## config.mk

```make
export PLATFORM = sky130hd
export DESIGN_NAME = alu_op_sequencer
export DESIGN_NICKNAME = d
export VERILOG_FILES = /design/src/rtl/alu_op_sequencer.sv
export SDC_FILE = /design/constraint.sdc
export NUM_CORES = 1
export LEC_CHECK = 0
export BUFFER_PORTS_ARGS = -buffer_cell sky130_fd_sc_hd__buf_2
export CORE_UTILIZATION = 42
export DETAILED_ROUTE_END_ITERATION = 8
export PLACE_DENSITY_LB_ADDON = 0.1
export SYNTH_ARGS = -nofsm -noshare
export SYNTH_HDL_FRONTEND = slang
export SYNTH_SLANG_ARGS = --single-unit
```

## constraint.sdc

```tcl
create_clock -name clk -period 1.5 [get_ports clk]
set_input_delay 0.375 -clock clk [delete_from_list [all_inputs] [get_ports clk]]
set_output_delay 0.375 -clock clk [all_outputs]
set_load 0.03 [all_outputs]
```

## src/rtl/alu_op_sequencer.sv

```systemverilog
// Request/response sequencer driving an external combinational N-bit ALU; 1-cycle ops, N-cycle shift-add multiply.
// Optional multiply is compiled in with `define ALU_SEQ_MUL_EN; otherwise req_mul is ignored.
module alu_op_sequencer #(
  parameter int N = 4
) (
  input  logic         clk,
  input  logic         rst_n,
  input  logic         req_valid,
  output logic         req_ready,
  input  logic [2:0]   req_ctrl,
  input  logic         req_cin,
  input  logic         req_mul,
  input  logic [N-1:0] req_a,
  input  logic [N-1:0] req_b,
  output logic         rsp_valid,
  input  logic         rsp_ready,
  output logic [N-1:0] rsp_f,
  output logic [N-1:0] rsp_hi,
  output logic         rsp_c,
  output logic         rsp_v,
  output logic         rsp_z,
  output logic [N-1:0] alu_a,
  output logic [N-1:0] alu_b,
  output logic         alu_cin,
  output logic [2:0]   alu_ctrl,
  input  logic [N-1:0] alu_f,
  input  logic         alu_cout,
  input  logic         alu_v,
  input  logic         alu_z
);

  typedef enum logic [1:0] {IDLE, EXEC, MUL, DONE} state_t;
  state_t state;

`ifdef ALU_SEQ_MUL_EN
  localparam int CW = $clog2(N) + 1;
  localparam logic [CW-1:0] LAST = CW'(N - 1);

  // During MUL, alu_a doubles as P_hi and alu_b as the multiplicand M.
  logic [N-1:0]  p_lo;
  logic [CW-1:0] cnt;
  logic [N-1:0]  sum;
  logic          c;
  logic [N-1:0]  nxt_hi;
  logic [N-1:0]  nxt_lo;

  always_comb begin
    sum    = p_lo[0] ? alu_f : alu_a;
    c      = p_lo[0] ? alu_cout : 1'b0;
    nxt_hi = {c, sum[N-1:1]};
    nxt_lo = {sum[0], p_lo[N-1:1]};
  end
`else
  logic unused_mul;
  assign unused_mul = req_mul;
`endif

  always_ff @(posedge clk or negedge rst_n) begin
    if (!rst_n) begin
      state     <= IDLE;
      req_ready <= 1'b0;
      rsp_valid <= 1'b0;
      rsp_f     <= '0;
      rsp_hi    <= '0;
      rsp_c     <= 1'b0;
      rsp_v     <= 1'b0;
      rsp_z     <= 1'b0;
      alu_a     <= '0;
      alu_b     <= '0;
      alu_cin   <= 1'b0;
      alu_ctrl  <= 3'b000;
`ifdef ALU_SEQ_MUL_EN
      p_lo      <= '0;
      cnt       <= '0;
`endif
    end else begin
      case (state)
        IDLE: begin
          req_ready <= 1'b1;
          if (req_valid && req_ready) begin
            req_ready <= 1'b0;
            alu_a     <= req_a;
            alu_b     <= req_b;
            alu_ctrl  <= req_ctrl;
            alu_cin   <= req_cin;
            state     <= EXEC;
`ifdef ALU_SEQ_MUL_EN
            if (req_mul) begin
              alu_a    <= '0;
              alu_b    <= req_a;
              alu_ctrl <= 3'b000;
              alu_cin  <= 1'b0;
              p_lo     <= req_b;
              cnt      <= '0;
              state    <= MUL;
            end
`endif
          end
        end
        EXEC: begin
          rsp_f     <= alu_f;
          rsp_hi    <= '0;
          rsp_c     <= alu_cout;
          rsp_v     <= alu_v;
          rsp_z     <= alu_z;
          rsp_valid <= 1'b1;
          state     <= DONE;
        end
`ifdef ALU_SEQ_MUL_EN
        MUL: begin
          alu_a <= nxt_hi;
          p_lo  <= nxt_lo;
          cnt   <= cnt + 1'b1;
          if (cnt == LAST) begin
            rsp_hi    <= nxt_hi;
            rsp_f     <= nxt_lo;
            rsp_c     <= |nxt_hi;
            rsp_v     <= 1'b0;
            rsp_z     <= ~|{nxt_hi, nxt_lo};
            rsp_valid <= 1'b1;
            state     <= DONE;
          end
        end
`endif
        DONE: begin
          if (rsp_ready) begin
            rsp_valid <= 1'b0;
            req_ready <= 1'b1;
            state     <= IDLE;
          end
        end
        default: state <= IDLE;
      endcase
    end
  end

endmodule
```

==> impl_metrics.py, run 1 <==
metrics = {
    "critical_path": {
        "worst_ep_arrival_time_ns": 1.64,
        "worstPathMaxFanout": 13,
        "worstPathRequired_ns": 1.70,
        "path_class": "flip-flop to flip-flop",
        "cp-start-kind": "flip-flop",
        "cp-end-kind": "flip-flop",
    },
    "outcome": {
        "status": "finished clean",
    },
    "floorplanning": {
        "die_h_um": 49.7,
        "die_w_um": 49.7,
        "design.core.area_um2": 2040,
        "fp.dieArea_um2": 2470,
        "start_util_pct": 46.8,
        "num_io_pins": 49,
        "num_rows": 16,
    },
    "global_routing": {
        "grt_pass1_wl_mm": 2.77,
        "grt_max_degree": 24,
        "met1_usage_pct": 19.6,
        "grtUsageMet2_pct": 25.2,
        "grt_usage_pct": 15.6,
        "top_usage_layer": "met2",
        "met3_usage_pct": 2.78,
        "antenna_found_initial": 0,
        "grt_pass1_vias": 581,
        "gr-total-overflow": 0,
    },
    "route": {
        "routed_wl_mm": 1.64,
        "wire_per_inst_um": 12.4,
        "ant_nets": 0,
        "viasPerCell": 4.61,
        "drt_pass1_iterations": 4,
        "drc_errors": 0,
        "first_iter_violations": 5,
        "vias": 608,
    },
    "synth": {
        "synth_seq_area_share_pct": 60.3,
        "synth_area_per_cell_um2": 15.9,
        "synth_area_leaders": "dfrtp_1, mux2_4, mux2_2",
        "syn-cell-area_um2": 955,
        "synth.distinct_cells": 16,
        "ys_warn_count": 0,
        "yosysTopAreaCellShare_pct": 60.3,
        "ys_ff_latch": 23,
        "synth_top_area_cell": "dfrtp_1",
        "syn_inst": 60,
    },
    "clock_tree": {
        "cts_resized": 0,
        "cts_buffer_depth": 2,
        "cts_buffers": 3,
        "cts_setup_buffers": 0,
        "htreeDepth": 1,
        "cts_root_buf": "clkbuf_4",
        "cts_sinks": 23,
        "cts_tree": "yes",
        "clk_pin_slew_ns": 0.12,
        "insertion_delay_ns": 0.30,
        "cts_hold_buf": 0,
    },
    "timing": {
        "drv_slew": 0,
        "skew_ns": 0.00465,
        "hold_viol": 0,
        "fin_crit_sh_pct": 95.9,
        "rsz0062_at_grt": "no",
        "fmaxAchievable_ghz": 0.695,
        "fin_tns_setup_ns": 0,
        "finalCriticalPeriod_ns": 1.44,
        "setup_violations": 0,
    },
    "cells_and_area": {
        "n_antenna_cell": 0,
        "layout_common_cells": "buf_2, dfrtp_1, mux2_4, mux2_2, conb_1",
        "stdcell_area_um2": 1190,
        "drive_gt1_share_pct": 62.9,
        "syn_to_final_growth_pct": 25.0,
        "instances_no_fill": 132,
        "nets": 130,
        "fillers": 185,
        "final_core_util_pct": 58.5,
        "final_common_cell": "buf_2",
    },
    "place": {
        "gp_congestion": 0.556,
        "port_buffers": 43,
        "dp_cells": 128,
        "hpwl_mm": 1.20,
        "dpl_cell_area_um2": 1170,
    },
    "pwr": {
        "pwr_density_cell_nw_per_um2": 2470,
        "p_leak_nw": 0.610,
        "vdd_ir_drop_max_mv": 1.27,
    },
    "job": {
        "drv_cap": 0,
    },
    "min_path": {
        "hp-class": "input pin to async pin",
    },
}
==> state kept, by name, summed over array words and instances, names as in the netlist <==
register	count
alu_ctrl	3
alu_b	4
rsp_valid	1
rsp_z	1
rsp_v	1
req_ready	1
rsp_f	4
state	2
alu_a	4
alu_cin	1
rsp_c	1
==> final timing paths <==
kind | cells past startpoint | end | slack [ns] | from
worst min register to register | 1 | rsp_valid | 0.48 | rsp_valid
worst max register to register | 2 | alu_a[3] | 0.06 | state[0]
max in group asynchronous | 1 | rsp_c | 1.15 | rst_n
min in group clk | 2 | state[1] | 0.26 | rsp_ready
worst min-delay path | 1 | alu_a[3] | 0.02 | rst_n
worst max-delay path | 2 | alu_a[3] | 0.06 | state[0]
==> cell type report <==
| cell class | instances | area (um^2) | area share, % |
|---|---|---|---|
| multi-input combinational | 32 | 328 | 27.5 |
| clock buffer | 4 | 26.3 | 2.20 |
| inverter | 2 | 7.51 | 0.629 |
| tap | 27 | 33.8 | 2.83 |
| timing repair buffer | 44 | 223 | 18.7 |
| sequential | 23 | 576 | 48.2 |
==> cell usage after synthesis <==
cell / n
a21o_1: 1
a21oi_1: 2
a221oi_1: 1
and4bb_4: 1
buf_12: 1
buf_2: 1
buf_4: 4
conb_1: 1
dfrtp_1: 23
inv_1: 2
mux2_1: 1
mux2_2: 9
mux2_4: 9
nand2_1: 1
nor2b_1: 2
o22ai_1: 1
==> power breakdown <==
part | internal, W | leakage [nW] | switching [W]
sequential | 0.000933 | 0.269 | 0.000173
combinational | 0.000647 | 0.326 | 0.000918
clock | 0.000104 | 0.0150 | 0.000169
total | 0.00168 | 0.610 | 0.00126
==> critical path: stages (launching register included) <==
cell	delay [ns]
dfrtp_1	0.43
and4bb_4	0.53
mux2_2	0.37
==> metal layers <==
| metal | up-vias | part of all wire, % | wire (um) |
|---|---|---|---|
| met5 | - | 0 | 0 |
| met4 | 0 | 2.0 | 33 |
| met3 | 4 | 4.8 | 79 |
| met2 | 27 | 48 | 779 |
| met1 | 286 | 46 | 747 |
| li1 | 291 | - | - |
==> cell families (layout without fill, tap and decap cells) <==
| group | Yosys count | after routing | share of synthesized area [%] |
|---|---|---|---|
| AOI/OAI and AO/OA | 5 | 5 | 3.41 |
| buffers and inverters | 8 | 50 | 6.55 |
| DFF | 23 | 23 | 60.3 |
| muxes | 19 | 19 | 26.0 |
| other | 1 | 4 | 0.393 |
| and+or+nand+nor | 4 | 4 | 3.41 |
==> per-stage QoR <==
stage	setup slack (ns)	hold WS, ns	total power, W
finish	0.0615	0.0186	0.00294
global route	0.0146	0.0321	0.00313
CTS	0.0432	0.0224	0.00298
detailed placement	0.0733	0.371	0.00270
global placement	0.103	0.371	0.00265
floorplan	0.0858	0.0794	0.00230
Note: power is estimated with default switching activity, not from simulation.
==> run 2: changes to the inputs <==
- RECOVER_POWER: not set -> 25
==> run 2 against run 1 <==
Cell area is 0.10% lower. Sequential power hardly changed. Largest power group unchanged. Critical path type unchanged. Non-clock buffer count stayed put. Utilization is 0.061 points lower. Clock skew stayed put. Sequential cell count stayed put. Global-route usage stayed put. Register-to-register slack hardly changed. Clock-buffer cell count stayed put.
==> impl_metrics.py, run 2 (synthesis gave the netlist of run 1 again) <==
metrics = {
    "critical_path": {
        "worst_ep_arrival_time_ns": 1.64,
        "cp-start-kind": "flip-flop",
        "path_class": "flip-flop to flip-flop",
        "worstPathMaxFanout": 13,
        "worstPathRequired_ns": 1.70,
        "r2r-start": "state[0]",
        "cp-end-kind": "flip-flop",
        "crit_start": "state[0]",
    },
    "cells_and_area": {
        "nets": 130,
        "drive_gt1_share_pct": 61.9,
        "layout_common_cells": "buf_2, dfrtp_1, mux2_4, mux2_2, conb_1",
        "final_common_cell": "buf_2",
        "syn_to_final_growth_pct": 24.9,
        "largestRegisters": "alu_a (4), alu_b (4), rsp_f (4)",
        "n_antenna_cell": 0,
    },
    "min_path": {
        "hp-class": "input pin to flip-flop",
        "min_from": "rsp_ready",
    },
    "timing": {
        "fin_crit_sh_pct": 95.9,
        "skew_ns": 0.00465,
        "fin_tns_setup_ns": 0,
        "worstMarginPinSlew_ns": 1.17,
        "hold_slack_ns": 0.258,
        "setup_violations": 0,
        "hold_viol": 0,
        "drv_slew": 0,
        "rsz0062_at_grt": "no",
        "slew_headroom_pct": 21.7,
        "finalCriticalPeriod_ns": 1.44,
        "fmaxAchievable_ghz": 0.695,
    },
    "outcome": {
        "status": "finished clean",
    },
    "pwr": {
        "p_leak_nw": 0.607,
        "pwr_density_cell_nw_per_um2": 2470,
        "clock_power_share_pct": 9.3,
        "p_int_w": 0.00168,
        "switchingPower_w": 0.00126,
        "vdd_ir_drop_max_mv": 1.29,
        "combPwrFrac_pct": 53.1,
        "switching_share_pct": 42.8,
        "seqPwrFrac_pct": 37.6,
    },
    "route": {
        "routed_wl_mm": 1.64,
        "first_iter_violations": 5,
        "drc_errors": 0,
        "ant_nets": 0,
        "viasPerCell": 4.61,
        "wire_per_inst_um": 12.4,
        "vias": 608,
        "drt_pass1_iterations": 4,
    },
    "floorplanning": {
        "num_rows": 16,
        "die_w_um": 49.7,
        "die_h_um": 49.7,
        "num_io_pins": 49,
        "start_util_pct": 46.8,
        "design.core.area_um2": 2040,
        "fp.dieArea_um2": 2470,
    },
    "clock_tree": {
        "cts_buffer_depth": 2,
        "cts_resized": 0,
        "cts_sinks": 23,
        "insertion_delay_ns": 0.30,
        "clk_pin_slew_ns": 0.12,
        "htreeDepth": 1,
        "cts_setup_buffers": 0,
        "cts_root_buf": "clkbuf_4",
        "cts_tree": "yes",
        "cts_hold_buf": 0,
        "cts_buffers": 3,
    },
    "global_routing": {
        "grt_max_degree": 24,
        "grt_usage_pct": 15.6,
        "grt_pass1_wl_mm": 2.77,
        "antenna_found_initial": 0,
        "grt_pass1_vias": 581,
        "gr-total-overflow": 0,
    },
    "place": {
        "gp_congestion": 0.556,
        "hpwl_mm": 1.20,
        "port_buffers": 43,
    },
    "job": {
        "drv_cap": 0,
    },
}
run 2: changes by cell type in the layout (fill, tap and decap cells not counted):
cell	delta
clkbuf_1	+1
buf_2	-1
run 2: area by class of cell:
cell class	instances	area [um^2]
Sequential cell	23	576
Inverter	2	7.51
Timing Repair Buffer	44	221
Tap cell	27	33.8
Clock buffer	4	26.3
Multi-Input combinational cell	32	328
Fill cell	185	850
run 2: worst paths after layout:
kind	slack, ns	depth (start not counted)	endpoint
max	0.06	2	alu_a[3]
min	0.26	2	state[1]
max reg2reg	0.06	2	alu_a[3]
min reg2reg	0.48	1	rsp_valid
max in group asynchronous	0.53	1	rsp_c
min in group asynchronous	0.28	1	alu_a[3]
run 2: worst max-delay path, cell delays in order (launching register included):
cell and delay, ns:
dfrtp_1 0.43, and4bb_4 0.53, mux2_2 0.37
run 2: metrics by stage:
step | power, W | util, % | area (um^2) | setup WS (ns) | cells
4_1_cts | 0.00298 | 58.5 | 1190 | 0.0432 | 132
6_report | 0.00294 | 58.4 | 1190 | 0.0615 | 132
2_1_floorplan | 0.00230 | - | 966 | 0.0858 | 63
5_1_grt | 0.00313 | 58.4 | 1190 | 0.0146 | 132
3_5_place_dp | 0.00270 | 57.2 | 1170 | 0.0733 | 128
3_3_place_gp | 0.00265 | 57.2 | 1170 | 0.103 | 128
run 2: layer usage:
metal  part of all wire [%]  GRT usage [%]  vias up
met5                      0              0        -
met4                    2.0           8.57        0
met3                    4.8           2.78        4
met2                     48           25.2       27
met1                     46           19.6      286
li1                       -              -      291
run 2: power by group through the flow:
stage	registers, W	logic, W	clock network (W)
floorplan	0.00169	0.000612	0
global placement	0.00110	0.00156	0
detailed placement	0.00112	0.00158	0
CTS	0.00111	0.00159	0.000293
global route	0.00115	0.00166	0.000315
finish	0.00111	0.00156	0.000273
